[src/rtl/axi_lite_cfg_master_if.sv]
// AXI4-Lite bus bundle between the configuration master and its register slave.
// Master modport drives the request side; slave modport drives readies and responses.
interface axi_lite_cfg_master_if #(
    parameter int unsigned AddrWidth = 9,
    parameter int unsigned DataWidth = 32
);
    logic [AddrWidth-1:0]   awaddr;
    logic                   awvalid;
    logic                   awready;
    logic [DataWidth-1:0]   wdata;
    logic [DataWidth/8-1:0] wstrb;
    logic                   wvalid;
    logic                   wready;
    logic [1:0]             bresp;
    logic                   bvalid;
    logic                   bready;
    logic [AddrWidth-1:0]   araddr;
    logic                   arvalid;
    logic                   arready;
    logic [DataWidth-1:0]   rdata;
    logic [1:0]             rresp;
    logic                   rvalid;
    logic                   rready;

    modport master (
        output awaddr, awvalid, wdata, wstrb, wvalid, bready, araddr, arvalid, rready,
        input  awready, wready, bresp, bvalid, arready, rdata, rresp, rvalid
    );

    modport slave (
        input  awaddr, awvalid, wdata, wstrb, wvalid, bready, araddr, arvalid, rready,
        output awready, wready, bresp, bvalid, arready, rdata, rresp, rvalid
    );
endinterface

[src/rtl/axi_lite_cfg_master.sv]
// Single-outstanding AXI4-Lite initiator: turns one command into one write or read
// transaction and returns the response code, read data and running statistics.
module axi_lite_cfg_master #(
    parameter int unsigned C_M_AXI_ADDR_WIDTH = 9,
    parameter int unsigned C_M_AXI_DATA_WIDTH = 32,
    parameter int unsigned CNT_WIDTH          = 16
) (
    input  logic                            M_AXI_ACLK,
    input  logic                            M_AXI_ARESETN,
    input  logic                            cmd_valid,
    output logic                            cmd_ready,
    input  logic                            cmd_write,
    input  logic [C_M_AXI_ADDR_WIDTH-1:0]   cmd_addr,
    input  logic [C_M_AXI_DATA_WIDTH-1:0]   cmd_wdata,
    input  logic [C_M_AXI_DATA_WIDTH/8-1:0] cmd_wstrb,
    output logic                            rsp_valid,
    input  logic                            rsp_ready,
    output logic                            rsp_write,
    output logic [C_M_AXI_DATA_WIDTH-1:0]   rsp_rdata,
    output logic [1:0]                      rsp_resp,
    axi_lite_cfg_master_if.master           m_axi,
    output logic [CNT_WIDTH-1:0]            txn_count,
    output logic [CNT_WIDTH-1:0]            err_count
);

    typedef enum logic [2:0] {
        StIdle,
        StWr,
        StWaitB,
        StRd,
        StWaitR,
        StRsp
    } state_e;

    state_e state_q;
    logic   aw_done_q;
    logic   w_done_q;

    logic aw_hs;
    logic w_hs;
    logic aw_fin;
    logic w_fin;

    assign aw_hs  = m_axi.awvalid & m_axi.awready;
    assign w_hs   = m_axi.wvalid & m_axi.wready;
    // A channel counts as finished if it completed earlier or completes this cycle.
    assign aw_fin = aw_done_q | aw_hs;
    assign w_fin  = w_done_q | w_hs;

    always_ff @(posedge M_AXI_ACLK or negedge M_AXI_ARESETN) begin
        if (!M_AXI_ARESETN) begin
            state_q       <= StIdle;
            aw_done_q     <= 1'b0;
            w_done_q      <= 1'b0;
            cmd_ready     <= 1'b1;
            m_axi.awaddr  <= '0;
            m_axi.awvalid <= 1'b0;
            m_axi.wdata   <= '0;
            m_axi.wstrb   <= '0;
            m_axi.wvalid  <= 1'b0;
            m_axi.bready  <= 1'b0;
            m_axi.araddr  <= '0;
            m_axi.arvalid <= 1'b0;
            m_axi.rready  <= 1'b0;
            rsp_valid     <= 1'b0;
            rsp_write     <= 1'b0;
            rsp_rdata     <= '0;
            rsp_resp      <= 2'b00;
            txn_count     <= '0;
            err_count     <= '0;
        end else begin
            case (state_q)
                StIdle: begin
                    if (cmd_valid && cmd_ready) begin
                        cmd_ready    <= 1'b0;
                        m_axi.awaddr <= cmd_addr;
                        m_axi.araddr <= cmd_addr;
                        m_axi.wdata  <= cmd_wdata;
                        m_axi.wstrb  <= cmd_wstrb;
                        aw_done_q    <= 1'b0;
                        w_done_q     <= 1'b0;
                        if (cmd_write) begin
                            m_axi.awvalid <= 1'b1;
                            m_axi.wvalid  <= 1'b1;
                            state_q       <= StWr;
                        end else begin
                            m_axi.arvalid <= 1'b1;
                            state_q       <= StRd;
                        end
                    end
                end

                StWr: begin
                    if (aw_hs) begin
                        m_axi.awvalid <= 1'b0;
                        aw_done_q     <= 1'b1;
                    end
                    if (w_hs) begin
                        m_axi.wvalid <= 1'b0;
                        w_done_q     <= 1'b1;
                    end
                    if (aw_fin && w_fin) begin
                        m_axi.bready <= 1'b1;
                        state_q      <= StWaitB;
                    end
                end

                StWaitB: begin
                    if (m_axi.bvalid) begin
                        m_axi.bready <= 1'b0;
                        rsp_resp     <= m_axi.bresp;
                        rsp_write    <= 1'b1;
                        rsp_rdata    <= '0;
                        rsp_valid    <= 1'b1;
                        state_q      <= StRsp;
                    end
                end

                StRd: begin
                    if (m_axi.arready) begin
                        m_axi.arvalid <= 1'b0;
                        m_axi.rready  <= 1'b1;
                        state_q       <= StWaitR;
                    end
                end

                StWaitR: begin
                    if (m_axi.rvalid) begin
                        m_axi.rready <= 1'b0;
                        rsp_rdata    <= m_axi.rdata;
                        rsp_resp     <= m_axi.rresp;
                        rsp_write    <= 1'b0;
                        rsp_valid    <= 1'b1;
                        state_q      <= StRsp;
                    end
                end

                StRsp: begin
                    if (rsp_ready) begin
                        rsp_valid <= 1'b0;
                        cmd_ready <= 1'b1;
                        txn_count <= txn_count + CNT_WIDTH'(1);
                        // Error count sticks at all-ones rather than wrapping.
                        if ((rsp_resp != 2'b00) && (err_count != {CNT_WIDTH{1'b1}})) begin
                            err_count <= err_count + CNT_WIDTH'(1);
                        end
                        state_q <= StIdle;
                    end
                end

                default: begin
                    state_q <= StIdle;
                end
            endcase
        end
    end

endmodule
[src/flat_wrapper.sv]
// flat-port wrapper written by rule: the top's interface ports become plain ports
module axi_lite_cfg_master_flat 
#(
    parameter int unsigned C_M_AXI_ADDR_WIDTH = 9,
    parameter int unsigned C_M_AXI_DATA_WIDTH = 32,
    parameter int unsigned CNT_WIDTH          = 16
)
  (M_AXI_ACLK, M_AXI_ARESETN, cmd_valid, cmd_ready, cmd_write, cmd_addr, cmd_wdata, cmd_wstrb, rsp_valid, rsp_ready, rsp_write, rsp_rdata, rsp_resp, txn_count, err_count, m_axi_awaddr, m_axi_awvalid, m_axi_wdata, m_axi_wstrb, m_axi_wvalid, m_axi_bready, m_axi_araddr, m_axi_arvalid, m_axi_rready, m_axi_awready, m_axi_wready, m_axi_bresp, m_axi_bvalid, m_axi_arready, m_axi_rdata, m_axi_rresp, m_axi_rvalid);
  axi_lite_cfg_master_if m_axi_i ();
  input  logic M_AXI_ACLK;
  input  logic M_AXI_ARESETN;
  input  logic cmd_valid;
  output logic cmd_ready;
  input  logic cmd_write;
  input  logic [C_M_AXI_ADDR_WIDTH-1:0] cmd_addr;
  input  logic [C_M_AXI_DATA_WIDTH-1:0] cmd_wdata;
  input  logic [C_M_AXI_DATA_WIDTH/8-1:0] cmd_wstrb;
  output logic rsp_valid;
  input  logic rsp_ready;
  output logic rsp_write;
  output logic [C_M_AXI_DATA_WIDTH-1:0] rsp_rdata;
  output logic [1:0] rsp_resp;
  output logic [CNT_WIDTH-1:0] txn_count;
  output logic [CNT_WIDTH-1:0] err_count;
  output wire logic [$bits(m_axi_i.awaddr)-1:0] m_axi_awaddr;
  output wire logic [$bits(m_axi_i.awvalid)-1:0] m_axi_awvalid;
  output wire logic [$bits(m_axi_i.wdata)-1:0] m_axi_wdata;
  output wire logic [$bits(m_axi_i.wstrb)-1:0] m_axi_wstrb;
  output wire logic [$bits(m_axi_i.wvalid)-1:0] m_axi_wvalid;
  output wire logic [$bits(m_axi_i.bready)-1:0] m_axi_bready;
  output wire logic [$bits(m_axi_i.araddr)-1:0] m_axi_araddr;
  output wire logic [$bits(m_axi_i.arvalid)-1:0] m_axi_arvalid;
  output wire logic [$bits(m_axi_i.rready)-1:0] m_axi_rready;
  input wire logic [$bits(m_axi_i.awready)-1:0] m_axi_awready;
  input wire logic [$bits(m_axi_i.wready)-1:0] m_axi_wready;
  input wire logic [$bits(m_axi_i.bresp)-1:0] m_axi_bresp;
  input wire logic [$bits(m_axi_i.bvalid)-1:0] m_axi_bvalid;
  input wire logic [$bits(m_axi_i.arready)-1:0] m_axi_arready;
  input wire logic [$bits(m_axi_i.rdata)-1:0] m_axi_rdata;
  input wire logic [$bits(m_axi_i.rresp)-1:0] m_axi_rresp;
  input wire logic [$bits(m_axi_i.rvalid)-1:0] m_axi_rvalid;
  assign m_axi_awaddr = m_axi_i.awaddr;
  assign m_axi_awvalid = m_axi_i.awvalid;
  assign m_axi_wdata = m_axi_i.wdata;
  assign m_axi_wstrb = m_axi_i.wstrb;
  assign m_axi_wvalid = m_axi_i.wvalid;
  assign m_axi_bready = m_axi_i.bready;
  assign m_axi_araddr = m_axi_i.araddr;
  assign m_axi_arvalid = m_axi_i.arvalid;
  assign m_axi_rready = m_axi_i.rready;
  assign m_axi_i.awready = m_axi_awready;
  assign m_axi_i.wready = m_axi_wready;
  assign m_axi_i.bresp = m_axi_bresp;
  assign m_axi_i.bvalid = m_axi_bvalid;
  assign m_axi_i.arready = m_axi_arready;
  assign m_axi_i.rdata = m_axi_rdata;
  assign m_axi_i.rresp = m_axi_rresp;
  assign m_axi_i.rvalid = m_axi_rvalid;
  axi_lite_cfg_master #(.C_M_AXI_ADDR_WIDTH(C_M_AXI_ADDR_WIDTH), .C_M_AXI_DATA_WIDTH(C_M_AXI_DATA_WIDTH), .CNT_WIDTH(CNT_WIDTH)) u_core (.M_AXI_ACLK(M_AXI_ACLK), .M_AXI_ARESETN(M_AXI_ARESETN), .cmd_valid(cmd_valid), .cmd_ready(cmd_ready), .cmd_write(cmd_write), .cmd_addr(cmd_addr), .cmd_wdata(cmd_wdata), .cmd_wstrb(cmd_wstrb), .rsp_valid(rsp_valid), .rsp_ready(rsp_ready), .rsp_write(rsp_write), .rsp_rdata(rsp_rdata), .rsp_resp(rsp_resp), .m_axi(m_axi_i), .txn_count(txn_count), .err_count(err_count));
endmodule
[config.mk]
export PLATFORM = sky130hd
export DESIGN_NAME = axi_lite_cfg_master_flat
export DESIGN_NICKNAME = d
export VERILOG_FILES = /design/src/rtl/axi_lite_cfg_master_if.sv /design/src/rtl/axi_lite_cfg_master.sv /design/src/flat_wrapper.sv
export SDC_FILE = /design/constraint.sdc
export NUM_CORES = 1
export LEC_CHECK = 0
export ABC_AREA = 1
export CAP_MARGIN = 30
export CORE_MARGIN = 5
export CORE_UTILIZATION = 40
export CTS_CLUSTER_DIAMETER = 60
export DETAILED_ROUTE_END_ITERATION = 7
export GPL_TIMING_DRIVEN = 0
export PLACE_DENSITY = 0.75
export SLEW_MARGIN = 20
export SYNTH_ARGS = -nofsm -noshare
export SYNTH_HDL_FRONTEND = slang
export SYNTH_SLANG_ARGS = --single-unit
[constraint.sdc]
create_clock -name M_AXI_ACLK -period 1.55 [get_ports M_AXI_ACLK]
set_clock_uncertainty 0.2 [all_clocks]
set_input_delay 0.155 -clock M_AXI_ACLK [delete_from_list [all_inputs] [get_ports M_AXI_ACLK]]
set_output_delay 0.155 -clock M_AXI_ACLK [all_outputs]
set_load 0.01 [all_outputs]
==> results of run 1 <==
-- layer usage --
metal / track usage / part of all wire / up-vias / wire (um)
met5: 0 / 0 / - / 0
met4: 0.0924 / 0.028 / 0 / 537
met3: 0.0884 / 0.085 / 41 / 1620
met2: 0.380 / 0.52 / 220 / 9850
met1: 0.248 / 0.37 / 2744 / 7110
li1: - / - / 2779 / -
-- what timing repair did --
item	4_1_cts	5_1_grt
gates resized for setup	315	137
hold endpoints to repair	123	0
buffers inserted	64	20
hold buffers	1	0
pin swaps	48	59
gates cloned	12	0
endpoints found under the setup margin	245	132
-- layout make-up --
type	count	share of cell area
Multi-Input combinational cell	499	0.277
Sequential cell	124	0.309
Clock buffer	23	0.0453
Inverter	39	0.0162
Tap cell	180	0.0223
Timing Repair Buffer	307	0.288
Buffer	29	0.0302
Timing Repair inverter	1	0.000742
Clock inverter	8	0.0116
-- flip-flops by register name, summed over array words and instances, names as in the netlist --
signal / flops
u_core.rsp_resp: 2
u_core.state_q: 3
u_core.rsp_valid: 1
u_core.cmd_ready: 1
u_core.m_axi.awvalid: 1
u_core.rsp_write: 1
u_core.err_count: 16
u_core.m_axi.wvalid: 1
u_core.rsp_rdata: 32
u_core.txn_count: 16
u_core.aw_done_q: 1
u_core.m_axi.rready: 1
u_core.m_axi.bready: 1
u_core.m_axi.wstrb: 4
u_core.m_axi.wdata: 32
u_core.m_axi.araddr: 9
u_core.m_axi.arvalid: 1
u_core.w_done_q: 1
-- worst paths after layout --
kind	startpoint	to	slack, ns
min in group M_AXI_ACLK	m_axi_rdata[23]	u_core.rsp_rdata[23]$_DFFE_PN0P_	0.07
max in group asynchronous	M_AXI_ARESETN	u_core.txn_count[9]$_DFFE_PN0P_	0.34
max	u_core.err_count[1]$_DFFE_PN0P_	u_core.err_count[8]$_DFFE_PN0P_	-0.23
min	M_AXI_ARESETN	u_core.m_axi.araddr[1]$_DFFE_PN0P_	0.05
min reg2reg	u_core.m_axi.wdata[25]$_DFFE_PN0P_	u_core.m_axi.wdata[25]$_DFFE_PN0P_	0.27
max reg2reg	u_core.err_count[1]$_DFFE_PN0P_	u_core.err_count[8]$_DFFE_PN0P_	-0.23
-- where the power goes --
group,switching [mW],total (mW),internal [mW],leakage [nW]
clock network,1.38,3.92,2.55,0.281
logic,3.98,7.81,3.83,3.51
registers,0.767,5.19,4.42,1.59
total,6.13,16.9,10.8,5.39
-- through the flow --
stage,instance area (um^2),cells,utilization
after global routing,10100,1210,0.731
after detailed placement,8110,1093,0.586
after CTS,9700,1198,0.701
after floorplan,5670,694,-
after global placement,8070,1092,0.584
final,10100,1210,0.731
-- synthesized netlist by cell type --
cell,instances
buf_4,15
ha_1,2
nor3_2,1
nand2_1,366
inv_4,1
nor3_1,2
nand4_1,9
o21ai_0,8
nand4_2,1
xnor2_1,6
xor2_1,9
nor2_1,38
buf_6,5
dfstp_2,1
nor2_4,4
nand3_1,37
dfrtp_1,123
nand3b_1,6
a21oi_1,4
inv_1,34
buf_2,11
a31oi_1,1
nor2_2,1
inv_2,4
clkbuf_1,1
nand2_2,4
-- worst register-to-register path, stage by stage (launching register included) --
cell and delay [ns]:
dfrtp_2 0.40, ha_4 0.18, nand2_4 0.06, nor2_4 0.16
nand2_2 0.10, buf_4 0.14, buf_4 0.13, xnor2_2 0.11
nand3_1 0.11, nand2_2 0.07
-- cell families (layout without fill, tap and decap cells) --
group | count (synthesis) | in the layout
adders and majority gates | 2 | 2
xor gates and xnor gates | 15 | 15
buffers and inverters | 71 | 407
and+or+nand+nor | 469 | 469
AOI/OAI and AO/OA | 13 | 13
DFF | 124 | 124
==> results.py, run 1 <==
metrics = {
    "status": {
        "status": "complete, but fails checks",
        "violations": "negative setup slack",
    },
    "routing": {
        "routed_wl_mm": 19.1,
        "ant_nets": 0,
        "via_per_inst": 4.78,
        "drc": 0,
        "drt-initial-drc-count": 251,
        "wl_per_cell_um": 15.8,
        "vias": 5784,
        "drtPass1Iterations": 4,
    },
    "clocking": {
        "clock_latency_ns": 0.42,
        "cts_made_buffers": 17,
        "clock-sinks": 124,
        "clk_pin_slew_ns": 0.05,
        "cts_buffer_depth": 2,
        "cts_tree": "built",
        "cts_root_buffer": "clkbuf_16",
        "htreeDepth": 4,
    },
    "power_and_ir_drop": {
        "total_power_mw": 16.9,
        "power_density_nw_per_um2": 1670,
        "p_leak_nw": 5.39,
        "vdd_ir_drop_max_uv": 1010,
    },
    "grt": {
        "grt_overflow_total": 0,
        "grt_antenna_before_repair": 0,
        "grt_pass1_vias": 5811,
        "grt_pass1_wl_mm": 29.0,
        "grt_usage": 0.223,
        "grt_max_degree": 71,
    },
    "synthesis": {
        "ys_ff_latch": 124,
        "synthAdderAreaFrac": 0.00446,
        "synth_area_um2": 5620,
        "yosys.area_share.simple": 0.340,
        "ys_seq_area_frac": 0.553,
        "synthMuxAreaShare": 0,
        "synthCells": 694,
        "synth_top_cell_area_share": 0.548,
        "synth_xor_area_frac": 0.0234,
        "synth_fp_nets": 787,
        "yosys_warnings": 0,
        "yosysTopAreaCell": "dfrtp_1",
        "synth.avg_cell_area_um2": 8.09,
        "synth_compound_area_frac": 0.0118,
        "synth.distinct_cells": 26,
        "ys_top_cells_by_area": "dfrtp_1 55%, nand2_1 24%, nand3_1 3.3%",
        "synth_top_family_by_area": "simple AND/OR/NAND/NOR gates",
    },
    "setup_path": {
        "cp-end-kind": "register",
        "rr_worst_depth": 9,
        "cp_num_buf_inv": 2,
        "cp.required_ns": 1.65,
        "crit_cells": 9,
        "slowest_stage": "dfrtp_2",
        "crit_arrival_ns": 1.87,
        "max_stage_delay_ns": 0.40,
        "worstSetupStartpointType": "register",
        "cpLargestDelayFamily": "simple AND/OR/NAND/NOR gates",
        "path_cells": "ha_4 > nand2_4 > nor2_4 > nand2_2 > buf_4 > buf_4 > xnor2_2 > nand3_1 > nand2_2",
        "critical_path_class": "register to register",
        "critPathMaxFanout": 4,
    },
    "placed_design": {
        "gp_congestion": 0.833,
        "io_buffer_count": 218,
        "hpwl_mm": 11.6,
        "pre_cts_ws_ns": -0.407,
    },
    "cells_and_area": {
        "final_cell_mix": "259 x nand2_1, 113 x dlygate4sd2_1, 109 x dfrtp_1",
        "drive_above_1_share": 0.339,
        "regArea_um2": 3120,
        "fill_cells": 1015,
        "multi_input_area_um2": 2800,
        "antennaDiodeCount": 0,
        "syn_to_final_growth_pct": 80.1,
        "layout_commonest_cell": "nand2_1",
        "nNetsFinal": 1111,
    },
    "timing": {
        "layout_min_cycle_time_ns": 1.78,
        "setup-tns-final_ns": -12.82,
        "setup_viol": 115,
        "min_period_over_period": 1.15,
        "worstMarginPinSlew_ns": 0.425,
        "worst_slack_ns": -0.225,
        "rsz0062_at_grt": "yes",
        "hold_violations": 0,
        "maxSlewHeadroom": 0.717,
        "max_freq_mhz": 563,
        "final_max_slew_viol_count": 0,
        "whs_ns": 0.0509,
    },
    "floorplan": {
        "initial_core_util": 0.406,
        "coreArea_um2": 13800,
        "rows": 43,
        "num_io_pins": 219,
        "die_h_um": 128,
        "die_area_um2": 16500,
        "die_x_um": 128,
    },
    "min_path": {
        "hold_path_class": "input port to async pin",
    },
    "run": {
        "cap_violations": 0,
    },
}
(Power assumes the default switching activity.)
==> inputs of run 2 (changes only) <==
Settings changed: ABC_AREA 1 to not set, CORE_UTILIZATION 40 to 38, PLACE_DENSITY 0.75 to 0.74.
==> run 2 against run 1 <==
Effect of this change: first-iteration DRC count fell by 44%; worst setup slack got worse by 0.30 ns; critical path type unchanged; total power fell by 1.9%; the flow still finishes with violations (negative setup slack); utilization fell by 2.2 points; die area fell by 4.9%.
==> results.py, run 2 <==
metrics = {
    "clocking": {
        "htreeDepth": 4,
        "clk_pin_slew_ns": 0.06,
        "cts_made_buffers": 17,
        "cts_root_buffer": "clkbuf_16",
        "clock-sinks": 124,
        "cts_tree": "built",
        "clock_latency_ns": 0.41,
        "cts_buffer_depth": 2,
    },
    "setup_path": {
        "cp-end-kind": "register",
        "worstSetupStartpointType": "register",
        "critical_path_class": "register to register",
        "critPathMaxFanout": 3,
        "cp.required_ns": 1.64,
        "crit_arrival_ns": 2.17,
    },
    "cells_and_area": {
        "antennaDiodeCount": 0,
        "nNetsFinal": 782,
        "top_regs": "u_core.m_axi.wdata: 32 flops, u_core.rsp_rdata: 32 flops",
        "layout_commonest_cell": "dlygate4sd2_1",
        "post-route-util": 0.709,
        "syn_to_final_growth_pct": 84.5,
        "final_cell_mix": "110 x dlygate4sd2_1, 108 x dfrtp_1, 89 x clkdlybuf4s50_1",
        "drive_above_1_share": 0.360,
    },
    "floorplan": {
        "die_area_um2": 15700,
        "rows": 42,
        "initial_core_util": 0.384,
        "die_h_um": 125,
        "num_io_pins": 219,
        "coreArea_um2": 13100,
        "die_x_um": 125,
    },
    "run": {
        "cap_violations": 0,
    },
    "timing": {
        "setup-tns-final_ns": -36.73,
        "min_period_over_period": 1.34,
        "final_max_slew_viol_count": 0,
        "worst_slack_ns": -0.527,
        "whs_ns": 0.111,
        "worstMarginPinSlew_ns": 0.602,
        "max_freq_mhz": 481,
        "hold_violations": 0,
        "maxSlewHeadroom": 0.599,
        "layout_min_cycle_time_ns": 2.08,
        "setup_viol": 123,
        "rsz0062_at_grt": "yes",
    },
    "synthesis": {
        "synth_fp_nets": 481,
        "synth.distinct_cells": 38,
        "synth-main-ff-cell": "dfrtp_1",
        "ys_seq_area_frac": 0.615,
        "yosys_warnings": 0,
        "async_flop_share": 1.00,
        "synth.avg_cell_area_um2": 13.0,
        "synth_area_um2": 5050,
        "synth_top_cell_area_share": 0.610,
        "yosysTopAreaCell": "dfrtp_1",
        "yosysMostFrequentCell": "dfrtp_1",
        "synth_edf_count": 0,
        "ys_top_cells_by_area": "dfrtp_1 61%, mux2_2 11%, a22o_1 5.9%",
        "ys_ff_latch": 124,
        "synthCells": 388,
        "synth_common_cells": "123 x dfrtp_1, 48 x mux2_2, 34 x a22o_1",
    },
    "placed_design": {
        "gp_congestion": 0.790,
        "hpwl_mm": 10.2,
        "io_buffer_count": 218,
    },
    "power_and_ir_drop": {
        "p_leak_nw": 4.49,
        "vdd_ir_drop_max_uv": 779,
        "power_density_nw_per_um2": 1780,
    },
    "grt": {
        "grt_overflow_total": 0,
        "grt_antenna_before_repair": 0,
        "grt_pass1_wl_mm": 24.4,
        "grt_usage": 0.195,
        "grt_pass1_vias": 4691,
        "grt_max_degree": 65,
    },
    "status": {
        "status": "complete, but fails checks",
        "violations": "negative setup slack",
    },
    "routing": {
        "ant_nets": 0,
        "routed_wl_mm": 15.4,
        "drt-initial-drc-count": 140,
        "drc": 0,
        "drtPass1Iterations": 5,
        "via_per_inst": 4.91,
        "wl_per_cell_um": 17.6,
        "vias": 4314,
    },
    "min_path": {
        "hold_path_class": "input port to async pin",
    },
}
[run 2: cell types whose count changed in the layout (fill, tap and decap cells not counted), sizes merged, moves of 6 or more]
cell,change
nand2,-345
mux2,+48
inv,-36
o21ai,+6
a22o,+34
a21oi,+6
nand3,-22
xnor2,+11
nor2,-26
buf,-37
[run 2: final timing paths]
| path | startpoint | endpoint | slack, ns | cells after the start |
|---|---|---|---|---|
| worst max-delay path | u_core.state_q[1]$_DFFE_PN0P_ | u_core.err_count[15]$_DFFE_PN0P_ | -0.53 | 5 |
| worst max register to register | u_core.state_q[1]$_DFFE_PN0P_ | u_core.err_count[15]$_DFFE_PN0P_ | -0.53 | 5 |
| worst min register to register | u_core.txn_count[15]$_DFFE_PN0P_ | u_core.txn_count[15]$_DFFE_PN0P_ | 0.27 | 1 |
| worst min-delay path | M_AXI_ARESETN | u_core.rsp_rdata[13]$_DFFE_PN0P_ | 0.11 | 2 |
| max in group asynchronous | M_AXI_ARESETN | u_core.cmd_ready$_DFFE_PN1P_ | 0.28 | 3 |
| min in group M_AXI_ACLK | m_axi_rdata[20] | u_core.rsp_rdata[20]$_DFFE_PN0P_ | 0.15 | 2 |
[run 2: cell families after synthesis]
family                     Yosys count  share of synthesized area
adders and majority gates            2                    0.00496
and+or+nand+nor                     89                     0.0892
muxes                               51                      0.113
buffers and inverters               29                     0.0312
DFF                                124                      0.615
xor gates and xnor gates            29                     0.0503
AOI/OAI and AO/OA                   64                     0.0964
[run 2: through the flow]
| step | cells | worst slack (ns) | total power [mW] | area [um^2] |
|---|---|---|---|---|
| floorplan | 388 | -0.419 | 8.43 | 5390 |
| global placement | 782 | -5.02 | 11.7 | 7790 |
| detailed placement | 783 | -0.717 | 11.9 | 7820 |
| CTS | 852 | -0.546 | 16.1 | 9020 |
| global route | 878 | -0.605 | 17.5 | 9320 |
| finish | 878 | -0.527 | 16.6 | 9320 |
[run 2: critical path: stages, from the launching register on]
cell	delay [ns]
dfrtp_2	0.40
and4b_2	0.34
o21ai_4	0.10
a2111oi_4	0.38
or3b_1	0.40
xnor2_1	0.13
[run 2: cell type report]
class / count / area [um^2]
fillers: 957 / 3820
flip-flops and latches: 124 / 3120
repair buffers: 284 / 2690
multi-input cells: 235 / 2290
clock buffers: 20 / 457
plain buffers: 23 / 339
well taps: 176 / 220
clock inverters: 12 / 169
inverters: 4 / 18.8
[run 2: report_power, final]
group          total (mW)  leakage, nW  switching [mW]  internal [mW]
registers            5.24         1.55           0.789           4.45
clock network        4.15        0.306            1.39           2.76
logic                7.20         2.63            2.93           4.27
total                16.6         4.49            5.12           11.5
[run 2: layer usage]
layer / wire length (um) / track usage
met5: 0 / 0
met4: 331 / 0.0606
met3: 1020 / 0.0733
met2: 8070 / 0.339
met1: 6020 / 0.223
[run 2: repair_timing]
item	4_1_cts	5_1_grt
setup endpoints to repair	244	137
pin swaps	20	31
resized for setup	225	70
endpoints found under the hold margin	63	0
setup buffers	30	30
gates cloned	6	1
hold buffers	1	0
